===== src/rtl/shift_add_mult_p_if.sv =====
// Handshake and data bundle for the sequential shift-add multiplier.
//   start  : request a multiply (sampled on the rising edge, honoured only when idle)
//   sgn    : 1 = operands are two's complement, 0 = unsigned
//   x, y   : multiplicand / multiplier, sampled with an accepted start
//   busy   : operation in progress
//   done   : one-cycle pulse, result valid in that cycle
//   result : 2*WIDTH-bit product, held until the next done
interface shift_add_mult_p_if #(
  parameter int unsigned WIDTH = 8
);

  logic                 start;
  logic                 sgn;
  logic [WIDTH-1:0]     x;
  logic [WIDTH-1:0]     y;
  logic                 busy;
  logic                 done;
  logic [2*WIDTH-1:0]   result;

  // Requester side: issues operands, observes status and product
  modport master (
    output start, sgn, x, y,
    input  busy, done, result
  );

  // Multiplier side
  modport slave (
    input  start, sgn, x, y,
    output busy, done, result
  );

endinterface


===== src/rtl/shift_add_mult_p.sv =====
// Parametrised sequential shift-and-add multiplier, one multiplier bit per clock.
// Signed operation multiplies magnitudes and negates the product at the end.
// Latency from accepting edge to done edge is WIDTH+1 clocks; all outputs registered.
// Ports:
//   clk   : rising-edge clock
//   rst_n : asynchronous active-low reset
//   bus   : shift_add_mult_p_if slave (start/sgn/x/y in, busy/done/result out)
module shift_add_mult_p #(
  parameter int unsigned WIDTH = 8
) (
  input  logic              clk,
  input  logic              rst_n,
  shift_add_mult_p_if.slave bus
);

  localparam int unsigned PW = 2 * WIDTH;
  localparam int unsigned CW = (WIDTH > 1) ? $clog2(WIDTH) : 1;

  typedef enum logic [1:0] {
    IDLE = 2'd0,
    CALC = 2'd1,
    SIGN = 2'd2
  } state_t;

  state_t           state;
  logic [PW-1:0]    mcand;
  logic [WIDTH-1:0] mplr;
  logic [PW-1:0]    acc;
  logic [CW-1:0]    count;
  logic             neg;
  logic             busy_q;
  logic             done_q;
  logic [PW-1:0]    result_q;

  // Magnitude of an operand; -2^(WIDTH-1) maps onto itself, which is correct unsigned
  function automatic logic [WIDTH-1:0] mag(input logic [WIDTH-1:0] v, input logic s);
    return (s && v[WIDTH-1]) ? (~v + WIDTH'(1)) : v;
  endfunction

  logic [WIDTH-1:0] x_mag_c;
  logic [WIDTH-1:0] y_mag_c;
  logic             neg_c;

  // Operand preprocessing for the accepting edge
  always_comb begin
    x_mag_c = mag(bus.x, bus.sgn);
    y_mag_c = mag(bus.y, bus.sgn);
    neg_c   = bus.sgn & (bus.x[WIDTH-1] ^ bus.y[WIDTH-1]);
  end

  // Controller and datapath
  always_ff @(posedge clk or negedge rst_n) begin
    if (!rst_n) begin
      state    <= IDLE;
      mcand    <= '0;
      mplr     <= '0;
      acc      <= '0;
      count    <= '0;
      neg      <= 1'b0;
      busy_q   <= 1'b0;
      done_q   <= 1'b0;
      result_q <= '0;
    end else begin
      done_q <= 1'b0;
      case (state)
        IDLE: begin
          if (bus.start) begin
            mcand  <= {{WIDTH{1'b0}}, x_mag_c};
            mplr   <= y_mag_c;
            neg    <= neg_c;
            acc    <= '0;
            count  <= '0;
            busy_q <= 1'b1;
            state  <= CALC;
          end
        end
        CALC: begin
          // Magnitude product of WIDTH-bit values fits in PW bits, so no carry out
          if (mplr[0]) begin
            acc <= acc + mcand;
          end
          mcand <= mcand << 1;
          mplr  <= mplr >> 1;
          count <= count + CW'(1);
          if (count == CW'(WIDTH - 1)) begin
            state <= SIGN;
          end
        end
        SIGN: begin
          result_q <= neg ? (~acc + PW'(1)) : acc;
          done_q   <= 1'b1;
          busy_q   <= 1'b0;
          state    <= IDLE;
        end
        default: begin
          busy_q <= 1'b0;
          state  <= IDLE;
        end
      endcase
    end
  end

  assign bus.busy   = busy_q;
  assign bus.done   = done_q;
  assign bus.result = result_q;

  // Status invariants: done never overlaps busy and is a single-cycle pulse
  a_done_not_busy: assert property (@(posedge clk) disable iff (!rst_n) !(busy_q && done_q));
  a_done_pulse:    assert property (@(posedge clk) disable iff (!rst_n) done_q |=> !done_q);

endmodule


===== src/flat_wrapper.sv =====
// flat-port wrapper written by rule: the top's interface ports become plain ports
module shift_add_mult_p_flat 
#(
  parameter int unsigned WIDTH = 8
)
  (clk, rst_n, bus_start, bus_sgn, bus_x, bus_y, bus_busy, bus_done, bus_result);
  shift_add_mult_p_if #(.WIDTH(WIDTH)) bus_i ();
  input  logic clk;
  input  logic rst_n;
  input wire logic [$bits(bus_i.start)-1:0] bus_start;
  input wire logic [$bits(bus_i.sgn)-1:0] bus_sgn;
  input wire logic [$bits(bus_i.x)-1:0] bus_x;
  input wire logic [$bits(bus_i.y)-1:0] bus_y;
  output wire logic [$bits(bus_i.busy)-1:0] bus_busy;
  output wire logic [$bits(bus_i.done)-1:0] bus_done;
  output wire logic [$bits(bus_i.result)-1:0] bus_result;
  assign bus_i.start = bus_start;
  assign bus_i.sgn = bus_sgn;
  assign bus_i.x = bus_x;
  assign bus_i.y = bus_y;
  assign bus_busy = bus_i.busy;
  assign bus_done = bus_i.done;
  assign bus_result = bus_i.result;
  shift_add_mult_p #(.WIDTH(WIDTH)) u_core (.clk(clk), .rst_n(rst_n), .bus(bus_i));
endmodule

===== config.mk =====
export PLATFORM = sky130hd
export DESIGN_NAME = shift_add_mult_p_flat
export DESIGN_NICKNAME = d
export VERILOG_FILES = /design/src/rtl/shift_add_mult_p_if.sv /design/src/rtl/shift_add_mult_p.sv /design/src/flat_wrapper.sv
export SDC_FILE = /design/constraint.sdc
export NUM_CORES = 1
export LEC_CHECK = 0
export CAP_MARGIN = 20
export CORE_MARGIN = 10
export CORE_UTILIZATION = 31
export DETAILED_ROUTE_END_ITERATION = 10
export SLEW_MARGIN = 20
export SYNTH_ARGS = -nofsm -noshare
export SYNTH_HDL_FRONTEND = slang
export SYNTH_SLANG_ARGS = --single-unit

===== constraint.sdc =====
create_clock -name clk -period 4.49 [get_ports clk]
set_input_delay 0.898 -clock clk [delete_from_list [all_inputs] [get_ports clk]]
set_output_delay 0.898 -clock clk [all_outputs]
set_load 0.02 [all_outputs]

==> results.yml, run 1 <==
status:
  status: "finished clean"
synthesis:
  synth-simple-area-share_pct: 15.2
  synth_flop_cell: "dfrtp_1"
  ys_seq_area_share_pct: 42.1
  async_reset_ff_share_pct: 100
  synth_edf_count: 0
  synthCells: 418
  syn_area_per_cell_um2: 9.11
  synth.mux.area_fraction_pct: 0.263
  synthAdderAreaFrac_pct: 7.10
  synth_warnings: 0
  synth_xor_area_share_pct: 7.59
  synthesis.area_mm2: 0.00381
  synth_top_family_by_area: "compound AO/OA/AOI/OAI gates"
  synth-seq-cells: 64
  synth_compound_area_share_pct: 24.1
  yosysUniqueCellTypes: 52
  synth_nets: 459
pwr:
  powerDensity_mw_per_mm2: 717
  leakagePower_nw: 2.03
  ir_worst_vdd_mv: 0.335
cts:
  clock_sinks: 64
  cts.path.max_buffers: 2
  cts_post_setup_buffers_inserted: 0
  cts.hold.buffers_added: 0
  path_clk_slew_ps: 50
  cts_resized: 0
  cts_tree: "yes"
  cts-buffers-inserted: 9
  clk_latency_ps: 320
  cts_htree_levels: 3
  clock-root-buffer: "clkbuf_16"
detailed_routing:
  drt_iter0_markers: 187
  post-route-drc-count: 0
  drtPass1Iterations: 4
  wl_mm: 9.00
  ant_nets: 0
  wl_per_cell_um: 14.8
  vias_per_cell: 5.24
  via_count: 3183
die:
  start_util_pct: 31.7
  die_y_um: 131
  io_pins: 38
  core-area_mm2: 0.0120
  placementRows: 40
  fp.dieW_um: 131
  fp.dieArea_mm2: 0.0171
grt:
  antenna_found_initial: 0
  grt_max_degree: 44
  globalRouteOverflowTotal: 0
  grt_pass1_wl_mm: 15.7
  grt_use_total_pct: 11.4
  grt_pass1_vias: 3233
job:
  drv_cap: 0
sta:
  rsz0062_at_grt: "no"
  worstMarginPinSlew_ps: 931
  fin_crit_sh_pct: 57.2
  final_max_slew_viol_count: 0
  relSlewSlack_pct: 37.8
  setup_viol: 0
  setup_tns_ps: 0
  fin_worst_skew_ps: 5.44
  period_needed_ps: 2570
  hold_violations: 0
  fin_ws_ps: 1920
  timing.fmax_mhz: 389
placement:
  dp_hpwl_mm: 6.75
  gp_congestion: 0.911
  place_area_mm2: 0.00433
  pre_cts_ws_ps: 1740
  numPortBuffers: 37
worst_hold_path:
  hp-class: "reg2reg"
  hold_depth: 2
worst_setup_path:
  cp_max_fo: 4
  path_class: "reg2reg"
  required_ps: 4690
  end_kind: "register"
  rr_worst_depth: 9
  start_kind: "register"
  cp.arrival_ps: 2770
layout:
  area_delta_synth_final_pct: 22.3
  n_fill_cell: 1237
  drive_above_1_share_pct: 5.65
  nets: 497
  multi_input_area_mm2: 0.00207
  stdcell_area_mm2: 0.00466
  regArea_mm2: 0.00160
  diodes: 0
==> area by class of cell <==
type	instances	area share, %
Clock inverter	2	0.806
Sequential cell	64	34.4
Clock buffer	13	5.80
Timing Repair Buffer	42	8.92
Inverter	22	1.77
Multi-Input combinational cell	317	44.4
Tap cell	147	3.95
==> per-stage QoR <==
stage	util, %	instances	power (W)	hold slack, ps
global route	38.8	607	0.00365	507
floorplan	-	418	0.00214	451
finish	38.8	607	0.00334	476
detailed placement	36.1	591	0.00265	472
global placement	36.1	591	0.00261	464
CTS	38.6	606	0.00337	484
==> cell usage after synthesis (all sizes together), types with 2 or more instances <==
| cell | n | area share (%) |
|---|---|---|
| nand3 | 10 | 1.3 |
| nor2b | 2 | 0.33 |
| nand2b | 4 | 0.66 |
| or3 | 4 | 0.92 |
| o211ai | 2 | 0.39 |
| o31ai | 8 | 1.7 |
| nor2 | 15 | 1.5 |
| a211oi | 5 | 0.99 |
| o41ai | 3 | 1.2 |
| dfrtp | 64 | 42 |
| xnor2 | 7 | 1.6 |
| o21a | 2 | 0.39 |
| o2111ai | 3 | 0.69 |
| inv | 22 | 2.2 |
| a2111oi | 2 | 0.62 |
| xor2 | 26 | 6.0 |
| a22o | 11 | 2.5 |
| nor3b | 2 | 0.39 |
| a22oi | 6 | 1.2 |
| o21bai | 2 | 0.39 |
| a21o | 2 | 0.39 |
| nand2 | 60 | 5.9 |
| nor4 | 2 | 0.33 |
| o21ai | 47 | 6.2 |
| o22ai | 10 | 1.6 |
| clkbuf | 14 | 1.4 |
| or4 | 7 | 1.4 |
| ha | 20 | 6.6 |
| nor3 | 4 | 0.53 |
| a31oi | 3 | 0.49 |
| and3 | 6 | 0.99 |
| a21oi | 28 | 3.7 |
==> where the power goes <==
part / leakage (nW) / total (W) / switching, W / internal [W]
logic: 1.08 / 0.00154 / 0.000874 / 0.000667
registers: 0.800 / 0.00109 / 0.000262 / 0.000830
clock network: 0.148 / 0.000705 / 0.000233 / 0.000472
==> cell families after synthesis <==
family / after synthesis
compound gates: 141
simple gates: 121
flops: 64
buf+inv: 37
xor+xnor: 33
fa+ha+maj: 21
mux: 1
==> per-layer routing <==
layer  up-vias  global-route usage, %  routed length (um)
met5         -                      0                   0
met4         0                   3.47                  88
met3         7                   3.34                 463
met2        64                   18.4                4230
met1      1505                   14.4                4220
li1       1607                      -                   -
==> final timing paths <==
| check | slack [ps] | from | endpoint |
|---|---|---|---|
| min in group asynchronous | 490 | rst_n | u_core.mcand[13] |
| setup / recovery | 1920 | u_core.acc[0] | u_core.acc[14] |
| hold / removal | 480 | u_core.bus.result[14] | u_core.bus.result[14] |
| setup reg to reg | 1920 | u_core.acc[0] | u_core.acc[14] |
| hold reg to reg | 480 | u_core.bus.result[14] | u_core.bus.result[14] |
| max in group asynchronous | 3380 | rst_n | u_core.bus.done |
==> registers in the layout, summed over array words and instances, names as in the netlist <==
register	flops
u_core.state	2
u_core.acc	16
u_core.neg	1
u_core.mcand	16
u_core.bus.busy	1
u_core.count	3
u_core.bus.result	16
u_core.mplr	8
u_core.bus.done	1
==> cells in the final DEF, fill, tap and decap left out, types with 2 or more instances in the layout <==
cell type,Yosys,final
nor2_1,15,15
a211oi_1,5,5
nand2_1,60,60
dfrtp_1,64,64
o21a_1,2,2
o31ai_1,7,7
or4_1,7,7
o21bai_1,2,2
or3_4,2,2
clkbuf_16,0,9
inv_1,22,22
a21o_1,2,2
nor4_1,2,2
o211ai_1,2,2
o2111ai_1,3,3
xor2_1,26,26
a31oi_1,3,3
o21ai_1,3,3
and3_1,6,6
buf_4,0,4
nand2b_1,4,4
a22oi_1,6,6
nor3_1,4,4
nand3_1,10,10
clkbuf_8,0,3
xnor2_1,7,7
clkdlybuf4s50_1,0,36
a22o_1,11,11
nor2b_1,2,2
or3_1,2,2
ha_1,20,20
o21ai_0,44,44
o41ai_1,2,2
nor3b_1,2,2
a21oi_1,28,28
o22ai_1,10,10
==> critical path, cell delays in order, from the launching register on <==
cell and delay [ps]:
dfrtp_1 400, ha_1 200, inv_1 60, fa_1 390
nand2b_1 170, a21oi_1 160, o21ai_0 200, a2111oi_0 600
or4_1 200, nand3_1 70
(Power assumes the default switching activity.)
==> run 2, diff against run 1 <==
==> constraint.sdc (replaced) <==
create_clock -name clk -period 2.33 [get_ports clk]
set_input_delay 0.466 -clock clk [delete_from_list [all_inputs] [get_ports clk]]
set_output_delay 0.466 -clock clk [all_outputs]
set_load 0.02 [all_outputs]
==> run 2 against run 1 <==
Core utilization up 2.3 points; register-to-register slack worse by 1800 ps; total power up 100%; clock skew down 1.2 ps; combinational power up 120%; final area up 5.9%; clock power up 90%; clock-buffer cell count unchanged; sequential share of layout area down 1.9 points; setup slack worse by 1800 ps; flip-flop and latch count unchanged; global-route usage up 0.26 points; critical endpoint is now u_core.bus.result[13]; largest power group unchanged.
==> results.yml, run 2 (synthesized netlist as in run 1, its figures left out) <==
sta:
  timing.fmax_mhz: 449
  rsz0062_at_grt: "yes"
  fin_ws_ps: 104
  setup_tns_ps: 0
  worstMarginPinSlew_ps: 662
  fin_worst_skew_ps: 4.21
  relSlewSlack_pct: 55.9
  hold_violations: 0
  fin_crit_sh_pct: 95.5
  period_needed_ps: 2230
  setup_viol: 0
  final_max_slew_viol_count: 0
detailed_routing:
  wl_met2_mm: 4.34
  wl_mm: 9.39
  post-route-drc-count: 0
  wl_per_cell_um: 14.9
  drt_iter0_markers: 168
  wl_met1_mm: 4.44
  via_count: 3304
  drtPass1Iterations: 5
  top_layer_used: "met4"
  wl_met3_um: 525
  vias_per_cell: 5.23
  ant_nets: 0
cts:
  cts_tree: "yes"
  cts.hold.buffers_added: 0
  clock_sinks: 64
  cts.path.max_buffers: 2
  path_clk_slew_ps: 50
  cts_htree_levels: 3
  clk_latency_ps: 330
  cts-buffers-inserted: 9
  clock-root-buffer: "clkbuf_16"
die:
  core-area_mm2: 0.0120
  die_y_um: 131
  fp.dieArea_mm2: 0.0171
  io_pins: 38
  fp.dieW_um: 131
  placementRows: 40
  start_util_pct: 31.7
layout:
  final_common_cell: "dfrtp_1"
  drive_above_1_share_pct: 13.2
  area_delta_synth_final_pct: 29.5
  n_fill_cell: 1206
  final_cell_mix: "dfrtp_1 (64), nand2_1 (60), o21ai_0 (41)"
  diodes: 0
  nets: 521
grt:
  grt_use_total_pct: 11.7
  grt_max_degree: 65
  grt_pass1_wl_mm: 16.0
  antenna_found_initial: 0
  globalRouteOverflowTotal: 0
  grt_pass1_vias: 3324
worst_setup_path:
  path_buf_inv: 1
  required_ps: 2540
  cp_max_fo: 4
  start_kind: "register"
  crit_chain: "buf_4, or3_4, or3_4, or3_4, o41ai_4, xor2_1, o21ai_1"
  cp.arrival_ps: 2430
  rr_worst_depth: 7
  path_class: "reg2reg"
  slowest_stage: "dfrtp_1"
  cp_top_family: "simple AND/OR/NAND/NOR gates"
  cp.depth: 7
  path_common_cell: "or3_4"
  max_stage_delay_ps: 380
  end_kind: "register"
worst_hold_path:
  hp-class: "in2async"
status:
  status: "finished clean"
placement:
  gp_congestion: 0.914
  dp_hpwl_mm: 6.95
  numPortBuffers: 37
  pre_cts_ws_ps: -2.94
pwr:
  ir_worst_vdd_mv: 0.629
  leakagePower_nw: 2.16
  powerDensity_mw_per_mm2: 1380
  power_w: 0.00682
job:
  drv_cap: 0
==> run 2: cell types whose count changed in the layout (fill, tap and decap cells not counted), sizes merged <==
cell      change
clkinv        +2
buf          +24
clkinvlp      -1
==> run 2: stage by stage <==
stage	instance area, um2	hold slack [ps]	utilization [%]	std cells
after floorplan	3810	170	-	418
after CTS	4840	162	40.3	632
after global placement	4530	465	37.7	616
final	4930	135	41.1	632
after detailed placement	4530	469	37.7	616
after global routing	4930	181	41.1	632
==> run 2: metal layers <==
layer,GRT usage [%],vias to the layer above
met5,0,-
met2,18.6,61
met4,4.32,0
met3,3.42,5
met1,14.6,1586
li1,-,1652
==> run 2: repair_timing <==
action | in CTS | in global routing
pin swaps | 1 | 3
gates resized for setup | 3 | 18
setup buffers | 0 | 0
endpoints found under the setup margin | 2 | 9
==> run 2: final timing paths <==
path | from | endpoint | slack (ps)
worst max-delay path | u_core.acc[1] | u_core.bus.result[13] | 100
worst min-delay path | rst_n | u_core.count[1] | 140
worst max register to register | u_core.acc[1] | u_core.bus.result[13] | 100
worst min register to register | u_core.bus.result[15] | u_core.bus.result[15] | 470
max in group asynchronous | rst_n | u_core.state[0] | 1880
min in group clk | u_core.bus.result[15] | u_core.bus.result[15] | 470
==> run 2: power by group <==
part | switching, W | internal (W) | leakage (nW) | total [W]
clock | 0.000455 | 0.000882 | 0.150 | 0.00134
sequential | 0.000436 | 0.00160 | 0.800 | 0.00204
combinational | 0.00192 | 0.00153 | 1.21 | 0.00345
total | 0.00281 | 0.00401 | 2.16 | 0.00682
==> run 2: area by class of cell <==
type | count | area [um2] | area share, %
sequential | 64 | 1600 | 32.5
inverter | 22 | 82.6 | 1.67
multi-input combinational | 317 | 2170 | 44.0
timing repair buffer | 66 | 596 | 12.1
clock inverter | 3 | 40.0 | 0.812
tap | 147 | 184 | 3.73
clock buffer | 13 | 260 | 5.28
==> run 3, diff against run 2 <==
--- a/config.mk
+++ b/config.mk
@@ -9,6 +9,7 @@
 export CORE_MARGIN = 10
 export CORE_UTILIZATION = 31
 export DETAILED_ROUTE_END_ITERATION = 10
+export SKIP_CTS_REPAIR_TIMING = 1
 export SLEW_MARGIN = 20
 export SYNTH_ARGS = -nofsm -noshare
 export SYNTH_HDL_FRONTEND = slang
==> run 3 against run 2 <==
Critical path depth unchanged; cell count up 0.16%; maximum frequency down 0.22%; routed wire length down 0.44%; total power down 0.32%; clock power about the same; clock-buffer cell count unchanged; die area unchanged; combinational power about the same; critical endpoint is now u_core.bus.result[15]; largest cell class unchanged.
==> results.yml, run 3 (synthesized netlist as in run 1, its figures left out) <==
cts:
  clk_latency_ps: 330
  clock_sinks: 64
  path_clk_slew_ps: 50
  cts_tree: "yes"
  cts-buffers-inserted: 9
  cts.path.max_buffers: 2
  cts_htree_levels: 3
  clock-root-buffer: "clkbuf_16"
sta:
  rsz0062_at_grt: "no"
  period_needed_ps: 2230
  hold_ws_ps: 135
  setup_viol: 0
  relSlewSlack_pct: 58.3
  fin_worst_skew_ps: 4.15
  final_max_slew_viol_count: 0
  fin_crit_sh_pct: 95.7
  timing.fmax_mhz: 448
  hold_violations: 0
  worstMarginPinSlew_ps: 625
detailed_routing:
  wl_mm: 9.35
  post-route-drc-count: 0
  via_count: 3310
  wl_per_cell_um: 14.8
  drtPass1Iterations: 4
  ant_nets: 0
  vias_per_cell: 5.23
  drt_iter0_markers: 183
grt:
  grt_pass1_vias: 3325
  antenna_found_initial: 0
  grt_max_degree: 65
  globalRouteOverflowTotal: 0
  grt_pass1_wl_mm: 16.0
  grt_use_total_pct: 11.7
worst_setup_path:
  required_ps: 2530
  reg2reg_to: "u_core.bus.result[15]"
  rrSetupSlack_ps: 100
  slowest_stage: "dfrtp_1"
  end_kind: "register"
  max_stage_delay_ps: 380
  rr_worst_depth: 7
  crit_chain: "buf_4, or3_4, or3_4, or3_4, o31ai_2, xor2_1, o21ai_0"
  path_class: "reg2reg"
  path_common_cell: "or3_4"
  cp_max_fo: 4
  r2r-start: "u_core.acc[1]"
  start_kind: "register"
  cp.arrival_ps: 2430
layout:
  n_fill_cell: 1209
  final_cell_mix: "dfrtp_1 (64), nand2_1 (60), o21ai_0 (41)"
  drive_above_1_share_pct: 13.6
  area_delta_synth_final_pct: 29.5
  final_core_utilization_pct: 41.1
  fin_cells: 633
  nets: 522
  stdcell_area_mm2: 0.00493
  diodes: 0
  final_common_cell: "dfrtp_1"
die:
  placementRows: 40
  fp.dieArea_mm2: 0.0171
  start_util_pct: 31.7
  core-area_mm2: 0.0120
  fp.dieW_um: 131
  io_pins: 38
  die_y_um: 131
placement:
  place_area_mm2: 0.00453
  gp_congestion: 0.914
  place_inst: 616
  dp_hpwl_mm: 6.95
  numPortBuffers: 37
pwr:
  powerDensity_mw_per_mm2: 1380
  power_w: 0.00680
  leakagePower_nw: 2.15
  ir_worst_vdd_mv: 0.629
worst_hold_path:
  hp-class: "in2async"
status:
  status: "finished clean"
job:
  drv_cap: 0
-- run 3: cell types whose count changed in the layout (fill, tap and decap cells not counted) --
| cell | previous run | this run |
|---|---|---|
| buf_4 | 28 | 29 |
| ha_1 | 19 | 18 |
| ha_2 | 0 | 1 |
| nand2b_1 | 3 | 4 |
| nand2b_4 | 1 | 0 |
| nand3_1 | 9 | 8 |
| nand3_2 | 1 | 2 |
| o31ai_2 | 0 | 1 |
| o31ai_4 | 2 | 1 |
-- run 3: metal layers --
metal / part of all wire [%] / vias up / routed length [um] / track usage, %
met1: 46 / 1573 / 4320 / 14.6
met5: 0 / - / 0 / 0
li1: - / 1653 / - / -
met3: 6.5 / 10 / 612 / 3.42
met2: 46 / 74 / 4320 / 18.6
met4: 1.1 / 0 / 101 / 4.32
-- run 3: final cells by class --
type                       instances  area [um2]  share of cell area (%)
timing repair buffer              67         603                    12.2
inverter                          22        82.6                    1.67
clock inverter                     3        40.0                   0.812
sequential                        64        1600                    32.5
tap                              147         184                    3.73
clock buffer                      13         260                    5.28
multi-input combinational        317        2160                    43.8
-- run 3: power breakdown --
group          internal, W  total (W)  switching [W]
Sequential         0.00160    0.00203       0.000429
Clock             0.000882    0.00134       0.000455
Combinational      0.00152    0.00343        0.00191
-- run 3: worst max-delay path: cells and delay by family (launching register included) --
family | cells | cell delay, ps
flops | 1 | 380
xor+xnor | 1 | 180
compound gates | 2 | 300
simple gates | 3 | 1090
buf+inv | 1 | 150
-- run 3: worst max-delay path by stage --
stage	cells past startpoint	slack, ps	to	start
after global placement	10	8	u_core.acc[14]	u_core.acc[0]
after CTS	10	-30	u_core.acc[14]	u_core.acc[0]
after detailed placement	10	-3	u_core.acc[14]	u_core.acc[0]
final	7	100	u_core.bus.result[15]	u_core.acc[1]
after global routing	9	7	u_core.bus.result[12]	u_core.acc[0]
after floorplan	9	140	u_core.acc[14]	u_core.acc[0]
-- run 3: metrics by stage --
stage,worst slack (ps),TNS [ps]
after global routing,6.51,0
final,99.4,0
after global placement,7.81,0
after floorplan,141,0
after CTS,-32.5,-38.2
after detailed placement,-2.94,-4.95
==> edit 1: new RTL, flow settings as in run 2 <==
Encoding of `state_t`: now one-hot (3 bits for 3 states).
--- a/src/rtl/shift_add_mult_p.sv
+++ b/src/rtl/shift_add_mult_p.sv
@@ -18,6 +18,6 @@
 
-  typedef enum logic [1:0] {
-    IDLE = 2'd0,
-    CALC = 2'd1,
-    SIGN = 2'd2
+  typedef enum logic [2:0] {
+    IDLE = 3'b001,
+    CALC = 3'b010,
+    SIGN = 3'b100
   } state_t;
Formal check against the unedited RTL: same outputs for any inputs over 10 cycles, from zero or initial values and one cycle with rst_n low; not proved beyond that.
==> edit 1 against run 2 <==
Synthesized area increased by 1.0%; setup slack got worse by 0.014 ns; sequential cell count increased by 1; critical path type unchanged; final cell count increased by 2.4%; clock power increased by 7%; final area decreased by 2.0%; routed wire length decreased by 6.2%; via count decreased by 4.0%; core utilization decreased by 0.97 points; power decreased by 24%.
==> edit 1: results (changes against run 2) <==
logic_synthesis:
  synthTopCellsByArea: "dfrtp_1 (42%), ha_1 (6.5%), nand2_1 (5.7%), a21oi_1 (4.3%), xor2_1 (4.1%)"  # was dfrtp_1 (42%), ha_1 (6.6%), xor2_1 (6.0%), nand2_1 (5.9%), o21ai_0 (5.8%)
  synth.distinct_cells: 51  # was 52
  yosys-top-cells-count: "dfrtp_1 (64), nand2_1 (58), nor2_1 (37), a21oi_1 (33), o21ai_0 (26)"  # was dfrtp_1 (64), nand2_1 (60), o21ai_0 (44), a21oi_1 (28), xor2_1 (26)
  yosysSeqAreaShare: 0.423  # was 0.421
  avgSynthCellArea_sq_um: 9.03  # was 9.11 sq um
  synth.net_count: 467  # was 459
  async_reset_ff_frac: 1.00  # unchanged
routing:
  avgRoutedWirePerCell_microns: 13.6  # was 14.9 microns
  dr_wl_met3_microns: 486  # was 525 microns
  wl_met1_mm: 4.16  # was 4.44 mm
  drt_first_iter_violations: 129  # was 168
  drt-total-wl_mm: 8.81  # was 9.39 mm
  met2WireLength_mm: 4.08  # was 4.34 mm
  drtPass1Iterations: 4  # was 5
  via_per_inst: 4.90  # was 5.23
power:
  ir_worst_vdd_v: 0.000407  # was 0.000629 V
  leakage_nw: 2.12  # was 2.16 nW
global_route:
  grt_usage: 0.105  # was 0.117
  grt_pass1_wl_mm: 15.5  # was 16.0 mm
  grt.met2_usage: 0.169  # was 0.186
  grt_max_degree: 66  # was 65
  grt_pass1_vias: 3338  # was 3324
  grt_use_met1: 0.129  # was 0.146
  met3_usage: 0.0313  # was 0.0342
setup_path:
  cp_max_fo: 5  # was 4
  arrival_ns: 2.43  # about the same
  ff2ff_path_depth: 7  # unchanged
sta:
  skew_ns: 0.00609  # was 0.00421 ns
  worstMarginPinSlew_ns: 0.919  # was 0.662 ns
final_layout:
  n_fill_cell: 1184  # was 1206
  nets: 515  # was 521
  syn_to_final_growth_pct: 25.7  # was 29.5%
  insertedDiodeCount: 0  # unchanged
  drive_gt1_frac: 0.0919  # was 0.132
placed_design:
  placedCellCount: 630  # was 616
  placed_cell_area_sq_mm: 0.00450  # was 0.00453 sq mm
  dpl.hpwl_mm: 6.54  # was 6.95 mm
  io_buffer_count: 37  # unchanged
  gp_congestion: 0.897  # was 0.914
  pre_cts_slack_ns: 0.0235  # was -0.00294 ns
clock_tree:
  clkTransAtPathRegs_ns: 0.05  # about the same
  cts_root_buf: "clkbuf_16"  # unchanged
  clk_latency_ns: 0.32
  clockBufferDepth: 2  # unchanged
status:
  status: "complete, no violations"  # unchanged
==> edit 1: cell count changes after synthesis, sizes merged, moves of 6 or more <==
cell / delta
nor2: +22
inv: -10
o22ai: -9
a22o: -8
xnor2: +8
xor2: -8
and3: -6
or4: -6
==> edit 1: final timing paths <==
path | end | startpoint | slack (ns)
min reg2reg | u_core.count[0] | u_core.count[0] | 0.50
max reg2reg | u_core.acc[15] | u_core.acc[1] | 0.09
max | u_core.acc[15] | u_core.acc[1] | 0.09
max in group asynchronous | u_core.state[0] | rst_n | 1.85
min in group clk | u_core.count[0] | u_core.count[0] | 0.50
min | u_core.bus.result[2] | rst_n | 0.15
==> edit 1: critical path, cell delays in order, from the launching register on <==
cell and delay (ns):
dfrtp_1 0.42, ha_1 0.36, a211oi_4 0.32, o21ai_2 0.13, a2111oi_4 0.39, o21a_4 0.20, mux2i_1 0.17, o211ai_1 0.11
==> edit 1: kinds of logic after synthesis <==
family | after synthesis | synth area share
AOI/OAI and AO/OA | 129 | 0.217
xor gates and xnor gates | 33 | 0.0751
adders and majority gates | 21 | 0.0703
buffers and inverters | 30 | 0.0303
DFF | 65 | 0.423
muxes | 4 | 0.0107
and+or+nand+nor | 144 | 0.173
==> edit 1: what timing repair did <==
action                                  CTS  global route
resized for setup                         0             4
endpoints found under the setup margin    0             5
setup buffers                             0             1
==> edit 1: report_power, final <==
group | leakage, nW | internal, mW | switching, mW
Sequential | 0.870 | 1.40 | 0.265
Combinational | 1.10 | 0.889 | 1.19
Clock | 0.154 | 0.965 | 0.473
==> edit 1: layout make-up <==
type,instances,area share
timing repair buffer,55,0.106
multi-input combinational,331,0.439
inverter,12,0.00931
clock buffer,13,0.0517
clock inverter,3,0.0135
sequential,65,0.337
tap,168,0.0435
==> edit 2: new RTL, settings of run 2 <==
Made on the original files. `WIDTH` is set to 8 in 3 places; all go to 4.
--- a/src/rtl/shift_add_mult_p_if.sv
+++ b/src/rtl/shift_add_mult_p_if.sv
@@ -8,3 +8,3 @@
 interface shift_add_mult_p_if #(
-  parameter int unsigned WIDTH = 8
+  parameter int unsigned WIDTH = 4
 );
--- a/src/rtl/shift_add_mult_p.sv
+++ b/src/rtl/shift_add_mult_p.sv
@@ -8,3 +8,3 @@
 module shift_add_mult_p #(
-  parameter int unsigned WIDTH = 8
+  parameter int unsigned WIDTH = 4
 ) (
--- a/src/flat_wrapper.sv
+++ b/src/flat_wrapper.sv
@@ -3,3 +3,3 @@
 #(
-  parameter int unsigned WIDTH = 8
+  parameter int unsigned WIDTH = 4
 )
Interface: changed (resized bus_result, bus_x and bus_y); port bits go from 38 to 22. No check against the original RTL was run, so the function may have changed too.
==> edit 2 against run 2 <==
Power down 57%; sequential power is 45% lower; synthesized area decreased by 50%; setup slack improved by 0.17 ns; core utilization down 2.0 points; hold slack improved by 0.35 ns; routed wire length decreased by 56%; final cell count shrank 53%; count of clock-buffer cells in the layout shrank 6; global-route usage decreased by 2.8 points; largest cell class unchanged; final area fell by 53%; sequential cell count is 29 lower; via count fell by 55%.
==> edit 2: results (changes against run 2) <==
status:
  status: "complete, no violations"  # unchanged
sta:
  worstMarginPinSlew_ns: 0.473  # was 0.662 ns
  skew_ns: 0.0108  # was 0.00421 ns
  hold_slack_ns: 0.480  # was 0.135 ns
final_layout:
  drive_gt1_frac: 0.0766  # was 0.132
  nets: 245  # was 521
clock_tree:
  clkTransAtPathRegs_ns: 0.08  # was 0.05 ns
  clk_latency_ns: 0.29  # was 0.33 ns
  cts_root_buf: "clkbuf_8"  # was clkbuf_16
  h-tree-depth: 2  # was 3
  cts_buffers: 5  # was 9
placed_design:
  io_buffer_count: 21  # was 37
  dpl.hpwl_mm: 3.18  # was 6.95 mm
  gp_congestion: 0.771  # was 0.914
  pre_cts_slack_ns: 0.284  # was -0.00294 ns
setup_path:
  reg2reg_from: "u_core.acc[2]"  # was u_core.acc[1]
  cpPeakStageDelay_ns: 0.43  # was 0.38 ns
  regToRegSetupSlack_ns: 0.27  # was 0.10 ns
  ff2ff_path_depth: 6  # was 7
  reg2reg_to: "u_core.acc[7]"  # was u_core.bus.result[13]
  cp_max_fo: 5  # was 4
  arrival_ns: 2.24  # was 2.43 ns
logic_synthesis:
  synthTopCellsByArea: "dfrtp_1 (46%), ha_1 (7.3%), nand2_1 (5.9%), xor2_1 (4.6%), o21ai_0 (3.4%)"  # was dfrtp_1 (42%), ha_1 (6.6%), xor2_1 (6.0%), nand2_1 (5.9%), o21ai_0 (5.8%)
  yosysSeqAreaShare: 0.462  # was 0.421
  synth.distinct_cells: 37  # was 52
  yosys-top-cells-count: "dfrtp_1 (35), nand2_1 (30), nor2_1 (13), o21ai_0 (13), ha_1 (11)"  # was dfrtp_1 (64), nand2_1 (60), o21ai_0 (44), a21oi_1 (28), xor2_1 (26)
  synth.net_count: 218  # was 459
routing:
  drt_first_iter_violations: 51  # was 168
  vias: 1492  # was 3304
  drtPass1Iterations: 4  # was 5
  avgRoutedWirePerCell_microns: 14.0  # was 14.9 microns
global_route:
  grt_pass1_wl_mm: 7.04  # was 16.0 mm
  grt_max_degree: 36  # was 65
  grt_usage: 0.0885  # was 0.117
power:
  ir_worst_vdd_v: 0.000464  # was 0.000629 V
  leakage_nw: 1.08  # was 2.16 nW
worst_hold_path:
  min_path_type: "register to register"  # was input pin to asynchronous set/reset pin
edit 2: cell types whose count changed after synthesis, sizes merged, moves of 10 or more:
cell and delta:
nand2 -30, dfrtp -29, o21ai -27, a21oi -18, xor2 -16, inv -11, clkbuf -10
edit 2: stage by stage:
step	instances	util	power (mW)	area (sq um)
final	297	0.391	2.94	2310
after global routing	297	0.391	3.20	2310
after CTS	297	0.391	2.98	2310
after detailed placement	289	0.373	2.47	2210
after global placement	289	0.373	2.44	2210
after floorplan	194	-	2.00	1900
edit 2: worst max-delay path by stage:
stage / startpoint / endpoint / slack [ns] / cells past startpoint
after CTS: u_core.acc[2] / u_core.acc[7] / 0.26 / 6
after global placement: u_core.acc[2] / u_core.acc[7] / 0.32 / 6
after floorplan: u_core.acc[2] / u_core.acc[7] / 0.36 / 6
final: u_core.acc[2] / u_core.acc[7] / 0.27 / 6
after detailed placement: u_core.acc[2] / u_core.acc[7] / 0.28 / 6
after global routing: u_core.acc[0] / u_core.acc[6] / 0.17 / 7
edit 2: cell families (layout without fill, tap and decap cells):
group	count (synthesis)	in the layout	synth area share
multiplexers	1	1	0.00528
flip-flops	35	35	0.462
buffers and inverters	17	45	0.0343
adder cells (fa/ha/maj)	12	12	0.0831
XOR/XNOR	14	14	0.0646
AO/OA/AOI/OAI	64	64	0.238
AND/OR/NAND/NOR	51	51	0.113
edit 2: routing by layer:
metal  wire, microns  vias up  track usage
met5               0        -            0
met4              40        0       0.0265
met3             236        4       0.0374
met2            1830       27        0.136
met1            2040      715        0.110
li1                -      746            -
edit 2: power by group:
part	total [mW]	internal, mW	switching, mW
clock network	0.496	0.269	0.227
registers	1.12	0.848	0.268
logic	1.33	0.629	0.697
total	2.94	1.75	1.19
edit 2: worst max-delay path, delay by kind of cell (launching register included):
family          cells  cell delay, ns
flops               1            0.43
compound gates      5            1.15
fa+ha+maj           1            0.36
edit 2: layout make-up:
| type | count | area [sq um] |
|---|---|---|
| fillers | 607 | 3610 |
| multi-input cells | 142 | 956 |
| flip-flops and latches | 35 | 876 |
| repair buffers | 25 | 240 |
| clock buffers | 7 | 96.3 |
| well taps | 75 | 93.8 |
| inverters | 12 | 45.0 |
| clock inverters | 1 | 7.51 |
